===== config.mk =====
export PLATFORM = sky130hd
export DESIGN_NAME = fb_bank_scheduler_flat
export DESIGN_NICKNAME = d
export VERILOG_FILES = /design/src/rtl/fb_bank_scheduler_if.sv /design/src/rtl/fb_bank_scheduler.sv /design/src/flat_wrapper.sv
export SDC_FILE = /design/constraint.sdc
export NUM_CORES = 1
export LEC_CHECK = 0
export ABC_AREA = 1
export BUFFER_PORTS_ARGS = -buffer_cell sky130_fd_sc_hd__buf_2
export CELL_PAD_IN_SITES_DETAIL_PLACEMENT = 0
export CELL_PAD_IN_SITES_GLOBAL_PLACEMENT = 1
export CORE_AREA = 2 2 131 133
export DETAILED_ROUTE_END_ITERATION = 6
export DIE_AREA = 0 0 133 135
export PLACE_DENSITY = 0.74
export SYNTH_ARGS = -nofsm -noshare
export SYNTH_HDL_FRONTEND = slang
export SYNTH_SLANG_ARGS = --single-unit

===== constraint.sdc =====
create_clock -name clk -period 1.93 [get_ports clk]
set_input_delay 0 -clock clk [delete_from_list [all_inputs] [get_ports clk]]
set_output_delay 0 -clock clk [all_outputs]
set_load 0.03 [all_outputs]

===== src/rtl/fb_bank_scheduler_if.sv =====
`default_nettype none
// ============================================================================
//  Module      : fb_bank_scheduler_if
//  Description : Signal bundle between the camera write side, the display
//                read side and the triple-buffer frame bank scheduler.
//  Revision    : 1.0 - initial release
// ============================================================================
interface fb_bank_scheduler_if #(
   parameter int AW = 17,
   parameter int DW = 32
);
   logic          frame_start;
   logic          frame_end;
   logic          wr_valid;
   logic [DW-1:0] wr_data;
   logic          disp_vsync;
   logic [AW-1:0] rd_word_addr;
   logic          ram_we;
   logic [AW+1:0] ram_waddr;
   logic [DW-1:0] ram_wdata;
   logic [AW+1:0] ram_raddr;
   logic [1:0]    disp_bank;
   logic          frame_ready;
   logic [7:0]    frames_done;
   logic [7:0]    frames_dropped;
   logic          overflow;

   modport master (
      output frame_start, frame_end, wr_valid, wr_data, disp_vsync, rd_word_addr,
      input  ram_we, ram_waddr, ram_wdata, ram_raddr, disp_bank, frame_ready,
             frames_done, frames_dropped, overflow
   );

   modport slave (
      input  frame_start, frame_end, wr_valid, wr_data, disp_vsync, rd_word_addr,
      output ram_we, ram_waddr, ram_wdata, ram_raddr, disp_bank, frame_ready,
             frames_done, frames_dropped, overflow
   );
endinterface
`default_nettype wire


===== src/rtl/fb_bank_scheduler.sv =====
`default_nettype none
// ============================================================================
//  Module      : fb_bank_scheduler
//  Description : Triple-buffer frame scheduler. Steers each camera frame into
//                the free bank, publishes complete frames and swaps the
//                displayed bank only on display vsync (no tearing).
//  Revision    : 1.0 - initial release
// ============================================================================
module fb_bank_scheduler #(
   parameter int WORDS = 76800,
   parameter int AW    = 17,
   parameter int DW    = 32
) (
   input wire                 clk,
   input wire                 reset,
   fb_bank_scheduler_if.slave bus
);
   // word counter needs one extra bit so it can hold the value WORDS itself
   localparam int            CW      = AW + 1;
   localparam logic [CW-1:0] c_words = CW'(WORDS);

   typedef enum logic [0:0] {
      W_IDLE   = 1'b0,
      W_ACTIVE = 1'b1
   } wstate_t;

   wstate_t       r_state, w_state_nxt;
   logic [1:0]    r_wbank, w_wbank_nxt;
   logic [CW-1:0] r_wcnt, w_wcnt_nxt;
   logic          r_bad, w_bad_nxt;
   logic          r_ram_we, w_we_nxt;
   logic [AW+1:0] r_ram_waddr, w_waddr_nxt;
   logic [DW-1:0] r_ram_wdata, w_wdata_nxt;
   logic [AW+1:0] r_ram_raddr;
   logic [1:0]    r_disp_bank, w_disp_nxt;
   logic [1:0]    r_latest_bank, w_latest_nxt;
   logic          r_latest_valid, w_valid_nxt;
   logic          r_frame_ready, w_ready_nxt;
   logic [7:0]    r_frames_done;
   logic [7:0]    r_frames_dropped;
   logic          r_overflow;
   logic          w_done_inc, w_drop_inc, w_over_set;

   logic          w_vs_take;
   logic [1:0]    w_vs_disp;
   logic [1:0]    w_vs_latest;
   logic [1:0]    w_free_bank;
   logic          w_restart;

   // Vsync swaps displayed and latest banks when a fresh frame is waiting.
   // Everything downstream (free bank, commit) sees the post-vsync view.
   assign w_vs_take   = bus.disp_vsync & r_latest_valid;
   assign w_vs_disp   = w_vs_take ? r_latest_bank : r_disp_bank;
   assign w_vs_latest = w_vs_take ? r_disp_bank   : r_latest_bank;
   // codes 0+1+2 = 3, so the remaining code is 3 minus the two in use
   assign w_free_bank = 2'd3 - w_vs_disp - w_vs_latest;
   // a new frame_start without frame_end abandons the current frame
   assign w_restart   = bus.frame_start & ~bus.frame_end;

   // Next-state, write-path and bank bookkeeping decisions
   always_comb begin
      w_state_nxt  = r_state;
      w_wbank_nxt  = r_wbank;
      w_wcnt_nxt   = r_wcnt;
      w_bad_nxt    = r_bad;
      w_we_nxt     = 1'b0;
      w_waddr_nxt  = r_ram_waddr;
      w_wdata_nxt  = r_ram_wdata;
      w_disp_nxt   = w_vs_disp;
      w_latest_nxt = w_vs_latest;
      w_valid_nxt  = r_latest_valid & ~bus.disp_vsync;
      w_ready_nxt  = r_frame_ready;
      w_done_inc   = 1'b0;
      w_drop_inc   = 1'b0;
      w_over_set   = 1'b0;

      case (r_state)
         W_IDLE: begin
            if (bus.frame_start) begin
               w_state_nxt = W_ACTIVE;
               w_wbank_nxt = w_free_bank;
               w_wcnt_nxt  = '0;
               w_bad_nxt   = 1'b0;
            end
         end
         W_ACTIVE: begin
            // the word arriving with frame_end still belongs to this frame
            if (bus.wr_valid && !w_restart) begin
               if (r_wcnt < c_words) begin
                  w_we_nxt    = 1'b1;
                  w_waddr_nxt = {r_wbank, r_wcnt[AW-1:0]};
                  w_wdata_nxt = bus.wr_data;
                  w_wcnt_nxt  = r_wcnt + CW'(1);
               end else begin
                  w_over_set = 1'b1;
                  w_bad_nxt  = 1'b1;
               end
            end
            if (bus.frame_end) begin
               w_state_nxt = W_IDLE;
               if ((w_wcnt_nxt == c_words) && !w_bad_nxt) begin
                  // commit overrides any same-cycle vsync update of latest
                  w_latest_nxt = r_wbank;
                  w_valid_nxt  = 1'b1;
                  w_ready_nxt  = 1'b1;
                  w_done_inc   = 1'b1;
               end else begin
                  w_drop_inc = 1'b1;
               end
            end else if (bus.frame_start) begin
               // restart in the same bank; it is still free
               w_drop_inc = 1'b1;
               w_wcnt_nxt = '0;
               w_bad_nxt  = 1'b0;
            end
         end
         default: w_state_nxt = W_IDLE;
      endcase
   end

   // Write FSM state register
   always_ff @(posedge clk or negedge reset) begin
      if (!reset) r_state <= W_IDLE;
      else        r_state <= w_state_nxt;
   end

   // Write-side datapath: target bank, word count and RAM port A
   always_ff @(posedge clk or negedge reset) begin
      if (!reset) begin
         r_wbank     <= 2'd0;
         r_wcnt      <= '0;
         r_bad       <= 1'b0;
         r_ram_we    <= 1'b0;
         r_ram_waddr <= '0;
         r_ram_wdata <= '0;
         r_overflow  <= 1'b0;
      end else begin
         r_wbank     <= w_wbank_nxt;
         r_wcnt      <= w_wcnt_nxt;
         r_bad       <= w_bad_nxt;
         r_ram_we    <= w_we_nxt;
         r_ram_waddr <= w_waddr_nxt;
         r_ram_wdata <= w_wdata_nxt;
         r_overflow  <= r_overflow | w_over_set;
      end
   end

   // Bank ownership and registered display read address
   always_ff @(posedge clk or negedge reset) begin
      if (!reset) begin
         r_disp_bank    <= 2'd0;
         r_latest_bank  <= 2'd1;
         r_latest_valid <= 1'b0;
         r_frame_ready  <= 1'b0;
         r_ram_raddr    <= '0;
      end else begin
         r_disp_bank    <= w_disp_nxt;
         r_latest_bank  <= w_latest_nxt;
         r_latest_valid <= w_valid_nxt;
         r_frame_ready  <= w_ready_nxt;
         r_ram_raddr    <= {r_disp_bank, bus.rd_word_addr};
      end
   end

   // Saturating frame statistics
   always_ff @(posedge clk or negedge reset) begin
      if (!reset) begin
         r_frames_done    <= 8'd0;
         r_frames_dropped <= 8'd0;
      end else begin
         if (w_done_inc && (r_frames_done != 8'hFF))
            r_frames_done <= r_frames_done + 8'd1;
         if (w_drop_inc && (r_frames_dropped != 8'hFF))
            r_frames_dropped <= r_frames_dropped + 8'd1;
      end
   end

   assign bus.ram_we         = r_ram_we;
   assign bus.ram_waddr      = r_ram_waddr;
   assign bus.ram_wdata      = r_ram_wdata;
   assign bus.ram_raddr      = r_ram_raddr;
   assign bus.disp_bank      = r_disp_bank;
   assign bus.frame_ready    = r_frame_ready;
   assign bus.frames_done    = r_frames_done;
   assign bus.frames_dropped = r_frames_dropped;
   assign bus.overflow       = r_overflow;

endmodule
`default_nettype wire

===== src/flat_wrapper.sv =====
// flat-port wrapper written by rule: the top's interface ports become plain ports
module fb_bank_scheduler_flat 
#(
   parameter int WORDS = 76800,
   parameter int AW    = 17,
   parameter int DW    = 32
)
  (clk, reset, bus_frame_start, bus_frame_end, bus_wr_valid, bus_wr_data, bus_disp_vsync, bus_rd_word_addr, bus_ram_we, bus_ram_waddr, bus_ram_wdata, bus_ram_raddr, bus_disp_bank, bus_frame_ready, bus_frames_done, bus_frames_dropped, bus_overflow);
  fb_bank_scheduler_if #(.AW(AW), .DW(DW)) bus_i ();
  input wire clk;
  input wire reset;
  input wire logic [$bits(bus_i.frame_start)-1:0] bus_frame_start;
  input wire logic [$bits(bus_i.frame_end)-1:0] bus_frame_end;
  input wire logic [$bits(bus_i.wr_valid)-1:0] bus_wr_valid;
  input wire logic [$bits(bus_i.wr_data)-1:0] bus_wr_data;
  input wire logic [$bits(bus_i.disp_vsync)-1:0] bus_disp_vsync;
  input wire logic [$bits(bus_i.rd_word_addr)-1:0] bus_rd_word_addr;
  output wire logic [$bits(bus_i.ram_we)-1:0] bus_ram_we;
  output wire logic [$bits(bus_i.ram_waddr)-1:0] bus_ram_waddr;
  output wire logic [$bits(bus_i.ram_wdata)-1:0] bus_ram_wdata;
  output wire logic [$bits(bus_i.ram_raddr)-1:0] bus_ram_raddr;
  output wire logic [$bits(bus_i.disp_bank)-1:0] bus_disp_bank;
  output wire logic [$bits(bus_i.frame_ready)-1:0] bus_frame_ready;
  output wire logic [$bits(bus_i.frames_done)-1:0] bus_frames_done;
  output wire logic [$bits(bus_i.frames_dropped)-1:0] bus_frames_dropped;
  output wire logic [$bits(bus_i.overflow)-1:0] bus_overflow;
  assign bus_i.frame_start = bus_frame_start;
  assign bus_i.frame_end = bus_frame_end;
  assign bus_i.wr_valid = bus_wr_valid;
  assign bus_i.wr_data = bus_wr_data;
  assign bus_i.disp_vsync = bus_disp_vsync;
  assign bus_i.rd_word_addr = bus_rd_word_addr;
  assign bus_ram_we = bus_i.ram_we;
  assign bus_ram_waddr = bus_i.ram_waddr;
  assign bus_ram_wdata = bus_i.ram_wdata;
  assign bus_ram_raddr = bus_i.ram_raddr;
  assign bus_disp_bank = bus_i.disp_bank;
  assign bus_frame_ready = bus_i.frame_ready;
  assign bus_frames_done = bus_i.frames_done;
  assign bus_frames_dropped = bus_i.frames_dropped;
  assign bus_overflow = bus_i.overflow;
  fb_bank_scheduler #(.WORDS(WORDS), .AW(AW), .DW(DW)) u_core (.clk(clk), .reset(reset), .bus(bus_i));
endmodule

==> reports/metrics.yaml, run 1 <==
synth_fa_ha_area_share_pct: 0.958
fillCellCount: 1518
layout.cells.most_common: "buf_2"
seq_area_mm2: 0.00291
numPortBuffers: 145
fmaxAchievable_mhz: 437
total_power_mw: 8.73
core_area_mm2: 0.0164
syn_avg_cell_area_um2: 9.99
fin_nets: 868
fin_crit_ps: 2290
detailed_place_hpwl_um: 10300
rows: 47
hold_viol: 0
arrival_ps: 2590
multi_input_area_mm2: 0.00232
relSlewSlack_pct: 57.8
yosysTopAreaCellShare_pct: 55.1
n_antenna_cell: 0
synth_edf_count: 0
die_x_um: 133
ys_seq_elements: 116
wl_um: 15900
areaGrowthSynthToFinish_pct: 60.2
critPathKind: "reg2reg"
cts_sinks: 116
htreeDepth: 4
synth_cell_types: 36
die_area_mm2: 0.0180
max-clock-path-buffers: 2
gr-usage-all-layers_pct: 18.1
seq_area_frac_synth_pct: 55.6
drv_slew: 0
ios: 146
numCtsBuffers: 17
gp_congestion: 0.848
synth.top_cells.by_area: "dfrtp_1, nand2_1, mux2_2"
worstSetupStartpointType: "register"
synth_area_leader_cell: "dfrtp_1"
setup_viol: 20
clock_skew_ps: 13.7
synth_xor_area_share_pct: 1.51
vdd_ir_drop_max_v: 0.000762
ant_nets: 0
period_share_pct: 118
endpoint_kind: "register"
status: "complete, but fails checks"
violations: "setup timing"
drt_iter0_drc: 259
cap_violations: 0
tightestPinTransition_ps: 632
cp.depth: 16
cts_tree: "done"
worst_ep_required_time_ps: 2240
antenna_found_initial: 1
syn_nets: 582
final_cell_mix: "buf_2, dfrtp_1, nand2_1, buf_4, dlygate4sd3_1"
reg2reg_depth: 16
grt_pass1_vias: 5067
synth_area_mm2: 0.00522
drc: 0
hold_class: "in2reg"
utilization_pct: 51.0
ys_warn_count: 0
first_pass_iters: 4
gr-total-overflow: 0
rsz0062_at_grt: "true"
clkTransAtPathRegs_ps: 50
start_util_pct: 31.8
crit_family: "simple AND/OR/NAND/NOR gates"
viasPerCell: 4.60
synthMuxAreaShare_pct: 7.76
grt_max_degree: 41
synthArstFlopShare_pct: 100
cp_common_cell: "nor2_4"
critPathMaxFanout: 8
crit_buf_inv: 4
power.leakage_nw: 4.03
cts_root_buf: "clkbuf_16"
synth_top_family_by_area: "simple AND/OR/NAND/NOR gates"
max_stage_delay_ps: 390
die_h_um: 135
crit_path_top_delay_cell: "dfrtp_1"
fin_ws_ps: -356
clk_latency_ps: 420
vias: 4791
worstPathCellList: "ha_2 -> inv_2 -> nor2_4 -> inv_2 -> nor2_4 -> buf_6 -> nand3_4 -> nor2_2 -> nand2_1 -> nand2_2 -> nand3_2 -> nor2_4 -> nand2_2 -> nand3_4 -> buf_12 -> o21ai_2"
synth_simple_gate_area_share_pct: 21.1
post_drt_wl_per_cell_um: 15.3
postSynthCellCount: 523
drive_gt1_share_pct: 43.9
power.density_mw_per_mm2: 1040
whs_path_depth: 4
grt_pass1_wl_um: 25400
synth_ff_type: "dfrtp_1"
synth-compound-area-share_pct: 7.52
logic make-up (layout without fill, tap and decap cells):
logic type | after synthesis | in the layout
xor+xnor | 9 | 9
simple gates | 228 | 230
fa+ha+maj | 4 | 4
compound gates | 61 | 61
flops | 116 | 116
buf+inv | 69 | 366
mux | 36 | 36
sequential cells by signal, indices dropped and copies added, names as in the netlist, named ones only:
register	count
u_core.bus.ram_wdata	32
u_core.bus.ram_raddr	19
u_core.bus.ram_waddr	19
u_core.r_wcnt	18
u_core.bus.frames_done	8
u_core.bus.frames_dropped	8
u_core.r_latest_bank	2
u_core.r_wbank	2
u_core.bus.frame_ready	1
u_core.bus.overflow	1
u_core.bus.ram_we	1
u_core.r_bad	1
u_core.r_latest_valid	1
u_core.r_state	1
stage by stage:
step / instances / hold WS, ps / instance area, µm² / setup TNS [ps] / setup WS [ps]
after floorplan: 523 / -296 / 5240 / -330 / -49.9
after global placement: 934 / -39.7 / 6670 / -7810 / -348
after detailed placement: 934 / -33.4 / 6670 / -9870 / -365
after CTS: 1035 / 13.8 / 8170 / -5160 / -293
after global routing: 1042 / 63.7 / 8370 / -10540 / -539
final: 1042 / 24.1 / 8370 / -5960 / -356
Yosys cell counts, types with 2 or more instances:
cell      count
dfrtp_1     115
nand2_1     109
inv_1        52
nor2_1       40
mux2_2       36
nand3_1      31
o21a_1       17
o21ai_0      16
nand4_1      12
o22ai_1      12
nor3_1        8
buf_2         7
a21oi_1       6
nand2_2       5
nor2_4        5
xnor2_1       5
ha_1          4
inv_2         4
nand3_2       4
nand3b_1      4
o21ai_1       4
o21ai_2       4
xor2_1        4
clkbuf_1      3
nand2_4       3
nand3_4       2
nor2_2        2
what timing repair did:
| action | CTS | global route |
|---|---|---|
| gates cloned | 7 | 1 |
| hold buffers | 53 | 0 |
| pin swaps | 8 | 26 |
| gates resized for setup | 42 | 42 |
| setup endpoints to repair | 68 | 71 |
| endpoints found under the hold margin | 138 | 0 |
| buffers inserted | 9 | 10 |
final timing paths:
kind                                   from                      endpoint  slack, ps
max in group asynchronous             reset      u_core.bus.ram_wdata[22]       1110
min reg2reg                        register      u_core.bus.ram_raddr[18]        470
min                            bus_wr_valid           u_core.bus.overflow         20
min in group asynchronous             reset      u_core.bus.ram_wdata[15]         60
max reg2reg                u_core.r_wcnt[0]  u_core.bus.frames_dropped[5]       -360
max                        u_core.r_wcnt[0]  u_core.bus.frames_dropped[5]       -360
tightest hold or removal path: cells and delay by family:
family | cells | cell delay (ps)
and+or+nand+nor | 1 | 60
buffers and inverters | 2 | 190
AOI/OAI and AO/OA | 1 | 150
layer usage:
layer | part of all wire [%] | vias up | track usage [%]
li1 | - | 2315 | -
met1 | 42 | 2318 | 21.6
met2 | 51 | 130 | 30.7
met3 | 5.3 | 28 | 5.14
met4 | 2.1 | 0 | 7.83
met5 | 0 | - | 0
where the power goes:
group | internal [mW] | total [mW] | leakage, nW | switching, mW
sequential | 2.87 | 3.17 | 1.43 | 0.298
combinational | 1.02 | 2.54 | 2.33 | 1.52
clock | 1.88 | 3.02 | 0.265 | 1.14
total | 5.77 | 8.73 | 4.03 | 2.96
cell type report:
class	count	area share, %
Clock buffer	22	5.67
Sequential cell	116	34.7
Multi-Input combinational cell	340	27.7
Timing Repair Buffer	277	24.8
Inverter	57	2.62
Clock inverter	10	1.18
Tap cell	220	3.29
No activity file was read; power rests on OpenSTA's default activity.
==> inputs of run 2 (changes only) <==
CELL_PAD_IN_SITES_GLOBAL_PLACEMENT = 2   (was 1)
CORE_AREA = 2 2 138 140   (was 2 2 131 133)
DIE_AREA = 0 0 140 142   (was 0 0 133 135)
PLACE_DENSITY = 0.8   (was 0.74)
==> run 2 against run 1 <==
The flow finishes with violations (DRC, setup timing). Cell count rose by 2.9%. Critical path depth rose by 1. Combinational power rose by 3%. Flip-flop and latch count did not move. Final area rose by 2.6%. Via count rose by 1.1%. Clock power rose by 4%. Critical endpoint is now u_core.r_wcnt[6].
==> reports/metrics.yaml, run 2 (synthesized netlist as in run 1, its figures left out) <==
status: "complete, but fails checks"
violations: "DRC, setup timing"
cp_common_cell: "buf_4"
post_drt_wl_per_cell_um: 15.0
critPathKind: "reg2reg"
place_inst: 951
fillCellCount: 1711
numPortBuffers: 145
vdd_ir_drop_max_v: 0.000721
grt_pass1_wl_um: 25800
first_pass_iters: 7
worst_ep_required_time_ps: 2260
clk_latency_ps: 420
seq_area_mm2: 0.00291
die_h_um: 142
clkTransAtPathRegs_ps: 60
clock_skew_ps: 8.17
placed_area_mm2: 0.00671
setup_viol: 52
fin_nets: 884
utilization_pct: 46.5
htreeDepth: 4
gp_congestion: 0.846
crit_path_top_delay_cell: "dfrtp_1"
wl_met3_um: 914
core_area_mm2: 0.0185
hold_viol: 0
cap_violations: 0
layout.cells.most_common: "buf_2"
viasPerCell: 4.52
drive_gt1_share_pct: 46.2
multi_input_area_mm2: 0.00237
finalInstanceArea_mm2: 0.00858
gr-usage-all-layers_pct: 16.6
final_cells: 1072
max-clock-path-buffers: 2
vias: 4845
top_layer: "met4"
antenna_found_initial: 0
gr-total-overflow: 0
detailed_place_hpwl_um: 10500
final_cell_mix: "buf_2, dfrtp_1, nand2_1, buf_4, dlygate4sd3_1"
ios: 146
critPathMaxFanout: 5
total_power_mw: 8.90
largest_reg_flops: 32
rows: 50
cts_sinks: 116
cts_tree: "done"
areaGrowthSynthToFinish_pct: 64.4
max_stage_delay_ps: 400
power.density_mw_per_mm2: 1040
drv_slew: 0
tightestPinTransition_ps: 661
arrival_ps: 2740
wl_met1_um: 6740
grt_pass1_vias: 5211
ff2ff_setup_slack_ps: -490
hold_class: "in2reg"
grt_max_degree: 46
die_x_um: 140
fin_ws_ps: -486
power.leakage_nw: 4.15
worstSetupStartpointType: "register"
endpoint_kind: "register"
place_ws_ps: -379
drc: 4
period_share_pct: 125
cts_root_buf: "clkbuf_16"
n_antenna_cell: 0
relSlewSlack_pct: 55.9
die_area_mm2: 0.0199
drt_iter0_drc: 234
fin_crit_ps: 2420
wl_met2_um: 8180
rsz0062_at_grt: "true"
ant_nets: 0
numCtsBuffers: 17
fmaxAchievable_mhz: 414
worstPathCellList: "ha_2 -> inv_2 -> nor2_4 -> inv_2 -> nor2_4 -> buf_6 -> nand3_4 -> nand2_2 -> nand2_2 -> buf_4 -> buf_4 -> buf_4 -> buf_4 -> buf_4 -> buf_4 -> buf_4 -> o22ai_2"
start_util_pct: 28.3
wl_um: 16100
[run 2: cell count changes in the layout (fill, tap and decap cells not counted), sizes merged]
cell	delta
buf	+15
clkbuf	-3
clkinv	+3
clkinvlp	-2
bufinv	+1
inv	+1
nand2	+1
[run 2: timing repair]
action	in CTS	in global routing
hold buffers	53	0
resized for setup	32	77
endpoints found under the setup margin	60	73
pin swaps	13	13
cloned	7	1
setup buffers	18	14
hold endpoints to repair	97	0
[run 2: cell type report]
class	count	share of cell area [%]
clock buffer	19	5.16
tap	234	3.41
timing repair buffer	292	25.6
clock inverter	13	1.73
inverter	57	2.55
sequential	116	33.8
multi-input combinational	341	27.7
[run 2: worst max-delay path: cells and delay by family, from the launching register on]
family | cells | cell delay (ps)
buffers and inverters | 10 | 1100
flip-flops | 1 | 400
AND/OR/NAND/NOR | 5 | 530
AO/OA/AOI/OAI | 1 | 80
adder cells (fa/ha/maj) | 1 | 210
[run 2: power by group]
group	switching, mW	internal [mW]
Clock	1.20	1.95
Combinational	1.53	1.08
Sequential	0.273	2.87
Total	3.00	5.90
[run 2: worst paths after layout]
path,end,startpoint,cells after the start
setup reg to reg,u_core.r_wcnt[6],u_core.r_wcnt[0],17
setup / recovery,u_core.r_wcnt[6],u_core.r_wcnt[0],17
hold / removal,u_core.bus.overflow,bus_wr_valid,4
hold reg to reg,u_core.bus.ram_raddr[17],register,0
max in group asynchronous,u_core.r_wcnt[16],reset,3
min in group asynchronous,u_core.bus.ram_wdata[10],reset,2
[run 2: metal layers]
metal,global-route usage (%),up-vias
met2,28.8,143
met1,19.8,2341
met3,4.78,24
met5,0,-
met4,5.64,0
li1,-,2337
[run 2: per-stage QoR]
step                      hold slack, ps  setup TNS, ps
after floorplan                     -296           -330
after global placement              18.6          -7760
after detailed placement            34.9          -9990
after CTS                           13.4          -9770
after global routing                30.3         -15210
final                               28.1          -8560
==> inputs of run 3 (changes only) <==
--- a/config.mk
+++ b/config.mk
@@ -14,4 +14,5 @@
 export DIE_AREA = 0 0 140 142
 export PLACE_DENSITY = 0.8
+export RECOVER_POWER = 50
 export SYNTH_ARGS = -nofsm -noshare
 export SYNTH_HDL_FRONTEND = slang
==> constraint.sdc (replaced) <==
create_clock -name clk -period 1.93 [get_ports clk]
set_input_delay 0 -clock clk [delete_from_list [all_inputs] [get_ports clk]]
set_output_delay 0 -clock clk [all_outputs]
set_load 0.05 [all_outputs]
==> run 3 against run 2 <==
The flow still finishes with violations (DRC, setup timing). Sequential share of layout area down 0.29 points. Final area up 0.87%. Clock skew up 2.8 ps. Largest cell class unchanged. Largest power group is now combinational cells.
==> reports/metrics.yaml, run 3 (synthesized netlist as in run 1, its figures left out) <==
wl_um: 16300
crit_buf_inv: 3
numPortBuffers: 145
cts_root_buf: "clkbuf_16"
clkTransAtPathRegs_ps: 60
cp-endpoint: "u_core.bus.frames_dropped[6]"
max-clock-path-buffers: 2
arrival_ps: 2610
drt_iter0_drc: 192
ff2ff_setup_slack_ps: -350
fmaxAchievable_mhz: 439
core_area_mm2: 0.0185
worstPathCellList: "ha_2 -> inv_2 -> nor2_4 -> inv_2 -> nor2_4 -> nand4_1 -> nand2_2 -> nand2_2 -> nor2_4 -> nand2_2 -> nor2_4 -> nand2_2 -> nand3_4 -> buf_12 -> nand2_4 -> o21ai_2"
grt_pass1_wl_um: 26500
ant_nets: 0
critPathKind: "reg2reg"
total_power_mw: 9.45
gr-usage-all-layers_pct: 16.9
worst_ep_required_time_ps: 2270
die_area_mm2: 0.0199
vias: 4878
fin_nets: 890
relSlewSlack_pct: 37.1
layout.cells.most_common: "buf_2"
vdd_ir_drop_max_v: 0.000811
hold_class: "in2reg"
cts_tree: "done"
drive_gt1_share_pct: 48.0
multi_input_area_mm2: 0.00245
crit_family: "simple AND/OR/NAND/NOR gates"
numCtsBuffers: 17
die_h_um: 142
period_share_pct: 118
max_stage_delay_ps: 390
seq_area_mm2: 0.00291
gr-total-overflow: 0
violations: "DRC, setup timing"
r2r-start: "u_core.r_wcnt[0]"
rows: 50
n_antenna_cell: 0
endpoint_kind: "register"
worstSetupStartpointType: "register"
htreeDepth: 4
clock_skew_ps: 11.0
cts_sinks: 116
place_inst: 955
cap_violations: 0
hold_viol: 0
first_pass_iters: 7
antenna_found_initial: 0
detailed_place_hpwl_um: 10400
power.density_mw_per_mm2: 1090
tightestPinTransition_ps: 944
largest_reg_flops: 32
die_x_um: 140
clk_latency_ps: 410
drv_slew: 0
viasPerCell: 4.53
grt_pass1_vias: 5222
drc: 5
final_cells: 1078
start_util_pct: 28.3
final_cell_mix: "buf_2, dfrtp_1, nand2_1, buf_4, dlygate4sd3_1"
r2r_end: "u_core.bus.frames_dropped[6]"
status: "complete, but fails checks"
grt_max_degree: 39
fin_ws_ps: -347
gp_congestion: 0.796
cp.depth: 16
reg2reg_depth: 16
critPathMaxFanout: 8
fillCellCount: 1693
post_drt_wl_per_cell_um: 15.1
areaGrowthSynthToFinish_pct: 65.8
startpoint: "u_core.r_wcnt[0]"
fin_crit_ps: 2280
ios: 146
setup_viol: 63
power.leakage_nw: 4.22
crit_path_top_delay_cell: "dfrtp_1"
rsz0062_at_grt: "true"
==> run 3: final cells by class <==
class	instances	share of cell area, %
well taps	234	3.38
inverters	57	2.53
flip-flops and latches	116	33.6
clock buffers	18	5.07
clock inverters	14	1.46
repair buffers	298	25.7
multi-input cells	341	28.4
==> run 3: metal layers <==
metal,global-route usage [%],part of all wire [%]
met5,0,0
met2,28.9,52
met3,5.25,5.7
met1,20.1,40
met4,6.22,2.1
==> run 3: report_power, final <==
part | switching [mW] | total [mW] | internal, mW
sequential | 0.280 | 3.15 | 2.87
clock | 1.19 | 3.01 | 1.81
combinational | 2.19 | 3.29 | 1.11
total | 3.66 | 9.45 | 5.79
==> run 3: stage by stage <==
stage	hold slack (ps)	area (µm²)	setup TNS, ps	worst slack [ps]	utilization, %
after floorplan	-296	5240	-375	-55.1	-
after global placement	2.95	6770	-8630	-342	36.7
after detailed placement	13.4	6770	-11570	-372	36.7
after CTS	31.1	8510	-8600	-270	46.1
after global routing	72.9	8660	-15310	-494	46.9
final	43.2	8660	-8050	-347	46.9
==> run 3: worst min-delay path by stage <==
| stage | startpoint | end | slack, ps | cells after the start |
|---|---|---|---|---|
| global route | bus_wr_valid | u_core.bus.overflow | 70 | 4 |
| finish | bus_wr_valid | u_core.bus.overflow | 40 | 4 |
| detailed placement | reset | u_core.bus.ram_raddr[0] | 10 | 1 |
| global placement | reset | u_core.bus.ram_raddr[2] | 3 | 1 |
| floorplan | reset | async pin | -300 | 0 |
| CTS | bus_wr_valid | u_core.bus.overflow | 30 | 4 |
==> run 3: tightest hold or removal path, cell delays in order <==
cell	delay (ps)
buf_2	130
nand2_1	60
inv_1	80
a31o_2	150
==> run 3: repair_timing <==
action / CTS / global route
pin swaps: 17 / 28
setup endpoints to repair: 64 / 69
endpoints found under the hold margin: 147 / 0
hold buffers: 53 / 0
cloned: 7 / 1
resized for setup: 82 / 48
buffers inserted: 25 / 11
